`src/rtl/message_extractor.sv`:
```
`timescale 1ns/1ps
// -----------------------------------------------------------------------------
// message_extractor
//
// Recovers a hidden message from a stream of stego image bytes. Each carrier
// byte contributes its three least-significant bits to the message, LSB first
// (pix_data[0] is the earliest message bit). Message bytes are emitted
// through a valid/ready handshake.
//
// Parameters:
//   MSG_LEN       number of message bytes to recover (1..64)
//   NUM_CARRIERS  derived: ceil(MSG_LEN*8/3) carrier bytes per extraction
//
// Ports:
//   clk        clock, all logic on the rising edge
//   HRESET     synchronous active-high reset
//   start      one-cycle pulse beginning an extraction (ignored unless idle)
//   pix_data   stego image byte (R,G,B interleaved stream order)
//   pix_valid  pix_data is valid
//   pix_ready  extractor accepts pix_data this cycle
//   msg_byte   recovered message byte
//   msg_valid  msg_byte is valid
//   msg_ready  downstream accepts msg_byte
//   busy       extraction in progress (low during the done cycle)
//   done       one-cycle pulse after the last message byte is accepted
//   msg_chk    (only with MSG_EXTRACT_CHECKSUM_EN) XOR of all message bytes
//              of the current extraction
//
// Build option: define MSG_EXTRACT_CHECKSUM_EN to add the msg_chk output.
// -----------------------------------------------------------------------------
module message_extractor #(
  parameter  int MSG_LEN      = 6,
  localparam int NUM_CARRIERS = (MSG_LEN * 8 + 2) / 3
) (
  input  logic       clk,
  input  logic       HRESET,
  input  logic       start,
  input  logic [7:0] pix_data,
  input  logic       pix_valid,
  output logic       pix_ready,
  output logic [7:0] msg_byte,
  output logic       msg_valid,
  input  logic       msg_ready,
  output logic       busy,
  output logic       done
`ifdef MSG_EXTRACT_CHECKSUM_EN
  ,
  output logic [7:0] msg_chk
`endif
);

  localparam int CW = $clog2(NUM_CARRIERS + 1);
  localparam int BW = $clog2(MSG_LEN + 1);

  localparam logic [CW-1:0] CARRIER_TOTAL = CW'(NUM_CARRIERS);
  localparam logic [BW-1:0] BYTE_TOTAL    = BW'(MSG_LEN);
  localparam logic [BW-1:0] LAST_BYTE     = BW'(MSG_LEN - 1);

  typedef enum logic [1:0] {
    IDLE,
    EXTRACT,
    DONE
  } state_e;

  state_e        state_q, state_d;
  logic [10:0]   acc_q, acc_d;
  logic [3:0]    acnt_q, acnt_d;
  logic [CW-1:0] carrierCnt_q, carrierCnt_d;
  logic [BW-1:0] byteCnt_q, byteCnt_d;
  logic          pixXfer;
  logic          byteXfer;
`ifdef MSG_EXTRACT_CHECKSUM_EN
  logic [7:0]    chk_q, chk_d;
`endif

  // Only the three carrier LSBs hold message data; the upper bits are dropped.
  logic unused_pixHigh;
  assign unused_pixHigh = ^pix_data[7:3];

  always_ff @(posedge clk) begin
    if (HRESET) begin
      state_q      <= IDLE;
      acc_q        <= '0;
      acnt_q       <= '0;
      carrierCnt_q <= '0;
      byteCnt_q    <= '0;
`ifdef MSG_EXTRACT_CHECKSUM_EN
      chk_q        <= '0;
`endif
    end else begin
      state_q      <= state_d;
      acc_q        <= acc_d;
      acnt_q       <= acnt_d;
      carrierCnt_q <= carrierCnt_d;
      byteCnt_q    <= byteCnt_d;
`ifdef MSG_EXTRACT_CHECKSUM_EN
      chk_q        <= chk_d;
`endif
    end
  end

  // The accumulator only ever holds bits below acnt (everything above has
  // been shifted out or cleared), so new carrier bits can simply be OR-ed in.
  // pix_ready needs acnt<8 and msg_valid needs acnt>=8, so the two transfers
  // can never happen in the same cycle.
  always_comb begin
    state_d      = state_q;
    acc_d        = acc_q;
    acnt_d       = acnt_q;
    carrierCnt_d = carrierCnt_q;
    byteCnt_d    = byteCnt_q;
`ifdef MSG_EXTRACT_CHECKSUM_EN
    chk_d        = chk_q;
`endif
    pix_ready    = 1'b0;
    msg_valid    = 1'b0;
    busy         = 1'b0;
    done         = 1'b0;
    pixXfer      = 1'b0;
    byteXfer     = 1'b0;
    msg_byte     = acc_q[7:0];

    case (state_q)
      IDLE: begin
        if (start) begin
          state_d      = EXTRACT;
          acc_d        = '0;
          acnt_d       = '0;
          carrierCnt_d = '0;
          byteCnt_d    = '0;
`ifdef MSG_EXTRACT_CHECKSUM_EN
          chk_d        = '0;
`endif
        end
      end

      EXTRACT: begin
        busy      = 1'b1;
        pix_ready = (acnt_q < 4'd8) && (carrierCnt_q < CARRIER_TOTAL);
        msg_valid = (acnt_q >= 4'd8) && (byteCnt_q < BYTE_TOTAL);
        pixXfer   = pix_ready && pix_valid;
        byteXfer  = msg_valid && msg_ready;

        if (pixXfer) begin
          acc_d        = acc_q | (11'(pix_data[2:0]) << acnt_q);
          acnt_d       = acnt_q + 4'd3;
          carrierCnt_d = carrierCnt_q + 1'b1;
        end

        if (byteXfer) begin
          acc_d     = acc_q >> 8;
          acnt_d    = acnt_q - 4'd8;
          byteCnt_d = byteCnt_q + 1'b1;
`ifdef MSG_EXTRACT_CHECKSUM_EN
          chk_d     = chk_q ^ acc_q[7:0];
`endif
          // Surplus bits of the final carrier are thrown away here.
          if (byteCnt_q == LAST_BYTE) begin
            state_d = DONE;
            acc_d   = '0;
            acnt_d  = '0;
          end
        end
      end

      DONE: begin
        done    = 1'b1;
        state_d = IDLE;
      end

      default: state_d = IDLE;
    endcase
  end

`ifdef MSG_EXTRACT_CHECKSUM_EN
  assign msg_chk = chk_q;
`endif

endmodule

```
`config.mk`:
```
export PLATFORM = sky130hd
export DESIGN_NAME = message_extractor
export DESIGN_NICKNAME = d
export VERILOG_FILES = /design/src/rtl/message_extractor.sv
export SDC_FILE = /design/constraint.sdc
export NUM_CORES = 1
export LEC_CHECK = 0
export BUFFER_PORTS_ARGS = -buffer_cell sky130_fd_sc_hd__buf_2
export CAP_MARGIN = 40
export CORE_MARGIN = 4
export CORE_UTILIZATION = 62
export CTS_BUF_LIST = sky130_fd_sc_hd__clkbuf_4 sky130_fd_sc_hd__clkbuf_8
export DETAILED_ROUTE_END_ITERATION = 8
export GPL_TIMING_DRIVEN = 1
export PLACE_DENSITY = 0.87
export SLEW_MARGIN = 0
export SYNTH_ARGS = -nofsm -noshare
export SYNTH_HDL_FRONTEND = slang
export SYNTH_SLANG_ARGS = --single-unit
```
`constraint.sdc`:
```
create_clock -name clk -period 2.4 [get_ports clk]
set_input_delay 0.12 -clock clk [delete_from_list [all_inputs] [get_ports clk]]
set_output_delay 0.12 -clock clk [all_outputs]
set_load 0.01 [all_outputs]
```
Word level (Yosys, flattened, before mapping)
Cells that the tools add are included.
- shift operators: 1
- eq/ne operators: 8
- mux-type cells: 24
- reductions and logical operators: 10
- magnitude comparators: 4
- bitwise operators: 1
- add/subtract/negate cells: 4
- operators by type and width (cell ; number):
    two-way mux 11 bit ; 3
    one-hot mux 11 bit (2 select lines) ; 1
    two-way mux 4 bit ; 4
    AND reduction 3 bit ; 4
    OR 11 bit ; 1
    << shifter 3 x 4 -> 11 bit ; 1
    two-way mux 5 bit ; 2
    one-hot mux 5 bit (2 select lines) ; 1
    two-way mux 3 bit ; 3
    inequality test 2 bit, second input constant ; 4
    one-hot mux 4 bit (2 select lines) ; 1
    two-way mux 2 bit ; 3
    one-hot mux 3 bit (2 select lines) ; 1
    adder 5 x 1 -> 5 bit, second input constant ; 1
    less-than comparator 5 bit, second input constant ; 1
    adder 4 x 2 -> 4 bit, second input constant ; 1
    >= comparator 4 bit, second input constant ; 1
    logical AND 1 bit ; 4
    less-than comparator 4 bit, second input constant ; 1
    two-way mux 1 bit ; 4
    one-hot mux 2 bit (2 select lines) ; 1
    subtractor 4 bit, second input constant ; 1
    adder 3 x 1 -> 3 bit, second input constant ; 1
    equality test 3 bit, second input constant ; 1
    other kinds (6) ; 6
- bits in registers: 25
- word-level logic and storage cells: 57
- output and inout port bits: 12
- input port bits: 13

Depth between registers and ports, before layout
Gate-level depths: netlist (run 1).
- word-level depth: 6
- depth in mapped cells: 6
- mapped depth without buffers: 6

Worst setup path after synthesis (run 1)
No wires, ideal clock.
- path kind: reg2reg
- start point: reg state_q[0]
- end point: reg acnt_q[2]
- path buffers: 1
- stages on the path, launching flop included: 6
- library setup time: 133 ps
- data arrival time: 1236 ps
- required time: 2267 ps
- period minus slack after synthesis: 1369 ps
- slack: 1031 ps
- cell sequence: dfxtp_1 -> buf_6 -> nand2b_1 -> or4_1 -> o2111ai_1 -> o41ai_2
- word-level cells in the longest chain between the ends: 3
- elaborated cells between the ends (all ways): 7
- those cells by class: eq/ne: 3; mux: 1; reduce/logical: 3
- RTL lines (item ; RTL line ; RTL):
    start: declaration ; 65 ; state_e state_q, state_d;
    start signal: assignment ; 91 ; state_q <= state_d;
    equality test 2 x 1 -> 1 bit / zero test 2 bit (equally long branches) ; 123 ; case (state_q)
    inequality test 3 bit (no line) (tied with other cells) ; n/a ;
    AND reduction 3 bit (no line) ; n/a ;
    end signal: assignment ; 93 ; acnt_q <= acnt_d;
    end: declaration ; 67 ; logic [3:0] acnt_q, acnt_d;
Several ways; a longest one is shown, not always the timed one.
A chain may end at the register's enable or synchronous reset.

Worst setup path in the final report (run 1)
- start point: reg state_q[1]
- end point: reg acnt_q[3]
Same word-level chain as after synthesis.

==> metrics.cfg, run 1 <==
[power_and_ir_drop]
max-vdd-ir-drop_mv = 0.3549
p_per_area_nw_per_um2 = 509.0
leakage_uw = 0.0005909

[finish]
multi_input_area_sq_um = 833.3
area_growth_pct = 3.066
num_antenna_cells = 0
drive_gt1_frac = 0.2222
fin_nets = 189
nFillCells = 188
layout_commonest_cell = dfxtp_1
layout_common_cells = dfxtp_1, buf_2, nor2_1
final_area_sq_um = 1514
regArea_sq_um = 500.5

[clock_network]
cts_setup_buffers = 0
cts_max_level = 1
cts.sinks = 25
cts_tree = done
clock_insertion_delay_worst_skew_ns = 0.33
clockRootBuffer = clkbuf_4
clkTransAtPathRegs_ns = 0.14
postCtsHoldBufs = 0
cts.path.max_buffers = 2
ctsResizeCount = 0
numCtsBuffers = 3

[timing]
fin_setup_tns_ns = 0
rsz0062_at_grt = false
fin_skew_ns = 0.008135
hold_viol = 0
relSlewSlack = 0.6644
slew_viol_final = 0
setup_viol = 0
min_period_ns = 1.785
fmax_ghz = 0.5602
period_share = 0.7438
tightest_slew_ns = 0.5033

[grt]
overflow = 0
grt_pass1_wl_um = 5319
grt_start_max_net_pins = 15
grt_pass1_vias = 1193
grt_antenna_before_repair = 0
track_usage = 0.2074

[critical_path]
path_max_fanout = 12
cp.required_ns = 2.68
ff2ff_setup_slack_ns = 0.61
cp-start-kind = flop
reg2reg_to = acnt_q[3]$_SDFFE_PP0P_
crit_type = reg -> reg
arrival_ns = 2.06
endpoint_kind = flop
r2r-start = state_q[1]$_SDFFE_PP0P_
reg2reg_depth = 5

[yosys]
synthDistinctLibCells = 55
synth_top_cell_area_share = 0.3407
avgSynthCellArea_sq_um = 8.957
synth_edf_count = 0
synth_area_sq_um = 1469
yosysWarnings = 0
synth-seq-cells = 25
synth_ff_type = dfxtp_1
synthTopCellsByArea = dfxtp_1, buf_4, a22o_1, ha_1, nor3_1
syn_nets = 181
synth.largest_area_cell = dfxtp_1
async_flop_share = 0
syn_inst = 164
synth-seq-area-share = 0.3407

[floorplanning]
die-area_sq_um = 3212
die_h_um = 56.68
io_pins = 25
start_util = 0.6577
core_sq_um = 2233
core.rowCount = 17
die_w_um = 56.68

[worst_hold_path]
hold_depth = 2
hold_class = in -> reg
worstHoldEndpoint = byteCnt_q[0]$_SDFFE_PP0P_
hold_start = HRESET

[detailed_routing]
drt_iter0_markers = 57
drt_first_pass_iters = 4
post_drt_wl_per_cell_um = 16.04
wirelength_um = 3191
num_vias = 1287
drc = 0
ant_nets = 0
viasPerCell = 6.467

[placed_design]
gp_congestion = 0.9407
port_buffers = 19
placed_area_sq_um = 1486
dp_hpwl_um = 2372

[run]
max_cap_viol_count = 0

[status]
status = complete, no violations

worst max-delay path: stages (launching register included):
cell,delay (ns)
dfxtp_1,0.63
nand2b_2,0.26
inv_2,0.11
a311oi_4,0.45
o211ai_2,0.17
o21ai_2,0.13
where the power goes:
group	switching [uW]	internal [uW]
sequential	21.3	426
combinational	75.1	53.9
clock	132	62.6
layer usage:
| metal | part of all wire | track usage | vias up |
|---|---|---|---|
| li1 | - | - | 615 |
| met1 | 0.44 | 0.2577 | 612 |
| met2 | 0.48 | 0.3581 | 54 |
| met3 | 0.059 | 0.03218 | 6 |
| met4 | 0.020 | 0.07458 | 0 |
| met5 | 0 | 0 | - |
final cells by class:
class	count	share of cell area
inverters	6	0.01488
repair buffers	19	0.06281
clock inverters	1	0.003306
well taps	28	0.02314
flip-flops and latches	25	0.3306
clock buffers	3	0.01488
multi-input cells	117	0.5504
state kept, by name, indices dropped and copies added (netlist names):
signal / flops
acc_q: 11
carrierCnt_q: 5
acnt_q: 4
byteCnt_q: 3
state_q: 2
synthesized netlist by cell type, types with 2 or more instances:
cell type  count
buf_4          9
ha_1           4
a22o_1         6
buf_2          3
inv_1          5
nand2_1       11
clkbuf_1       2
dfxtp_1       25
nor2_1        13
a211oi_1       4
mux2i_1        2
a21oi_1        8
nor4_1         2
nor3b_2        3
or3_1          2
buf_6          2
a31oi_1        4
o21ai_0        4
xor2_1         2
nor3_1        10
and2_1         3
nand3_1        6
o31ai_1        2
worst max path at each step:
| stage | start | to | slack [ns] | depth (start not counted) |
|---|---|---|---|---|
| 2_1_floorplan | state_q[0]$_SDFFE_PP0P_ | acnt_q[2]$_SDFFE_PP0P_ | 1.03 | 5 |
| 3_3_place_gp | state_q[1]$_SDFFE_PP0P_ | acnt_q[3]$_SDFFE_PP0P_ | 0.71 | 5 |
| 3_5_place_dp | state_q[1]$_SDFFE_PP0P_ | acnt_q[3]$_SDFFE_PP0P_ | 0.63 | 5 |
| 4_1_cts | state_q[1]$_SDFFE_PP0P_ | acnt_q[3]$_SDFFE_PP0P_ | 0.60 | 5 |
| 5_1_grt | acnt_q[3]$_SDFFE_PP0P_ | acnt_q[0]$_SDFFE_PP0P_ | 0.47 | 4 |
| 6_report | state_q[1]$_SDFFE_PP0P_ | acnt_q[3]$_SDFFE_PP0P_ | 0.61 | 5 |
through the flow:
stage / cells / utilization / worst slack, ns / hold WS, ns / total power, uW
after CTS: 199 / 0.6779 / 0.6029 / 0.1347 / 768.4
after global routing: 199 / 0.6779 / 0.4748 / 0.1503 / 807.0
after global placement: 195 / 0.6655 / 0.7132 / 0.4382 / 576.5
after detailed placement: 195 / 0.6655 / 0.6341 / 0.4471 / 581.3
final: 199 / 0.6779 / 0.6149 / 0.1353 / 770.6
after floorplan: 164 / - / 1.031 / 0.3627 / 553.2
cells by family after synthesis:
| group | after synthesis | synth area share |
|---|---|---|
| buffers and inverters | 22 | 0.09199 |
| DFF | 25 | 0.3407 |
| and+or+nand+nor | 62 | 0.2505 |
| xor gates and xnor gates | 3 | 0.01789 |
| adders and majority gates | 4 | 0.03407 |
| AOI/OAI and AO/OA | 45 | 0.2436 |
| muxes | 3 | 0.02129 |
(Power assumes the default switching activity.)
==> run 2: changes to the inputs <==
- CORE_UTILIZATION: 62 -> 58
- PLACE_DENSITY: 0.87 -> 0.82
- clock period: 2.4 -> 1.9 ns (I/O delays scaled with it)
==> run 2 against run 1 <==
  * Clock power is 31% higher
  * First-iteration DRC count is 51% lower
  * Die area is 5.9% higher
  * Sequential cell count stayed put
  * Final cell count is 1.0% higher
  * Hold slack worse by 0.049 ns
  * Final area is 1.2% higher
  * Worst setup slack worse by 0.36 ns
  * Combinational power is 31% higher
==> metrics.cfg, run 2 (synthesis results as in run 1) <==
[detailed_routing]
post_drt_wl_per_cell_um = 15.53  ; -3.1%
drt_iter0_markers = 28  ; -51%
drc = 0  ; unchanged
drt_first_pass_iters = 4  ; unchanged
wirelength_um = 3122  ; -2.2%
num_vias = 1264  ; -1.8%
viasPerCell = 6.289  ; -2.8%
ant_nets = 0  ; unchanged

[timing]
hold_viol = 0  ; unchanged
fin_setup_tns_ns = 0  ; unchanged
rsz0062_at_grt = false
min_period_ns = 1.645  ; -0.1401 ns
tightest_slew_ns = 0.5101  ; +0.006751 ns
fmax_ghz = 0.6079  ; +8.5%
timing.final.ws_setup_ns = 0.2550  ; -0.3599 ns
slew_viol_final = 0  ; unchanged
setup_viol = 0  ; unchanged
relSlewSlack = 0.6599  ; -0.004500
period_share = 0.8658  ; +0.1220
fin_skew_ns = 0.02680  ; +0.01866 ns

[power_and_ir_drop]
leakage_uw = 0.0005982  ; +1.2%
p_per_area_nw_per_um2 = 640.6  ; +26%
max-vdd-ir-drop_mv = 0.5154  ; +45%

[critical_path]
ff2ff_setup_slack_ns = 0.26  ; -0.36 ns
path_max_fanout = 9  ; -3
arrival_ns = 1.89  ; -0.17 ns
cp.required_ns = 2.14  ; -0.54 ns
endpoint_kind = flop
crit_type = reg -> reg
cp-start-kind = flop

[floorplanning]
io_pins = 25  ; unchanged
die_w_um = 58.33  ; +2.9%
die-area_sq_um = 3402  ; +5.9%
die_h_um = 58.33  ; +2.9%
start_util = 0.6336  ; -0.02414
core_sq_um = 2318  ; +3.8%
core.rowCount = 17  ; unchanged

[clock_network]
clock_insertion_delay_worst_skew_ns = 0.35  ; +0.02 ns
postCtsHoldBufs = 0  ; unchanged
cts.sinks = 25  ; unchanged
clkTransAtPathRegs_ns = 0.16  ; +0.02 ns
cts_tree = done
cts_max_level = 1  ; unchanged
numCtsBuffers = 3  ; unchanged
cts.path.max_buffers = 2  ; unchanged
cts_setup_buffers = 0  ; unchanged
clockRootBuffer = clkbuf_4
ctsResizeCount = 0  ; unchanged

[status]
status = complete, no violations

[grt]
track_usage = 0.1979  ; -0.009524
grt_antenna_before_repair = 0  ; unchanged
grt_pass1_vias = 1163  ; -2.5%
grt_start_max_net_pins = 16  ; +1
grt_pass1_wl_um = 5216  ; -1.9%
overflow = 0  ; unchanged

[placed_design]
dp_hpwl_um = 2367  ; -0.18%
dp_worst_setup_slack_ns = 0.1750  ; -0.4591 ns
port_buffers = 19  ; unchanged
gp_congestion = 0.9041  ; -3.9%

[finish]
num_antenna_cells = 0  ; unchanged
layout_commonest_cell = dfxtp_1
largest_registers = acc_q (11), carrierCnt_q (5), acnt_q (4)
fin_nets = 191  ; +1.1%
area_growth_pct = 4.344
layout_common_cells = dfxtp_1, buf_2, nor2_1
largest_reg_flops = 11  ; unchanged
fin_util = 0.6611  ; -0.01678
drive_gt1_frac = 0.2370  ; +0.01477
nFillCells = 187  ; -0.53%
largest_register = acc_q

[worst_hold_path]
hold_class = in -> reg

[run]
max_cap_viol_count = 0  ; unchanged

-- run 2: cell count changes in the layout (fill, tap and decap cells not counted) --
cell | before | now
dfxtp_1 | 25 | 24
clkinvlp_4 | 0 | 1
clkinv_2 | 1 | 0
buf_4 | 0 | 2
dfxtp_2 | 0 | 1
-- run 2: where the power goes --
group	internal, uW	switching [uW]	leakage (uW)
sequential	538	20.4	0.000203
combinational	70.3	98.9	0.000381
clock	80.9	174	0.0000139
-- run 2: cell type report --
type	instances	area, sq um	area share
Timing Repair Buffer	21	110.1	0.07184
Tap cell	28	35.03	0.02286
Multi-Input combinational cell	117	833.3	0.5437
Inverter	6	22.52	0.01469
Clock inverter	1	7.507	0.004898
Sequential cell	25	501.7	0.3273
Clock buffer	3	22.52	0.01469
-- run 2: worst paths after layout --
check	from	end	cells after the start
worst max register to register	acnt_q[3]$_SDFFE_PP0P_	acnt_q[1]$_SDFFE_PP0P_	4
worst min register to register	acc_q[3]$_SDFFE_PP0P_	acc_q[3]$_SDFFE_PP0P_	2
worst max-delay path	acnt_q[3]$_SDFFE_PP0P_	acnt_q[1]$_SDFFE_PP0P_	4
worst min-delay path	HRESET	carrierCnt_q[1]$_SDFFE_PP0P_	2
-- run 2: per-stage QoR --
stage	hold WS, ns	area, sq um	cells	power (uW)
final	0.08663	1533	201	981.9
after global routing	0.09081	1533	201	1019
after CTS	0.08289	1531	201	980.4
after detailed placement	0.4400	1501	197	736.5
after global placement	0.4309	1501	197	731.8
after floorplan	0.3377	1469	164	698.7
-- run 2: critical path: stages, from the launching register on --
cell      delay (ns)
dfxtp_1         0.52
and2_1          0.39
a21oi_1         0.16
o311ai_0        0.35
o31ai_1         0.12
-- run 2: per-layer routing --
layer	up-vias	global-route usage	wire length (um)
met2	44	0.3014	1431
met5	-	0	0
met3	4	0.04167	209
met1	595	0.2703	1436
met4	0	0.08278	44
li1	621	-	-
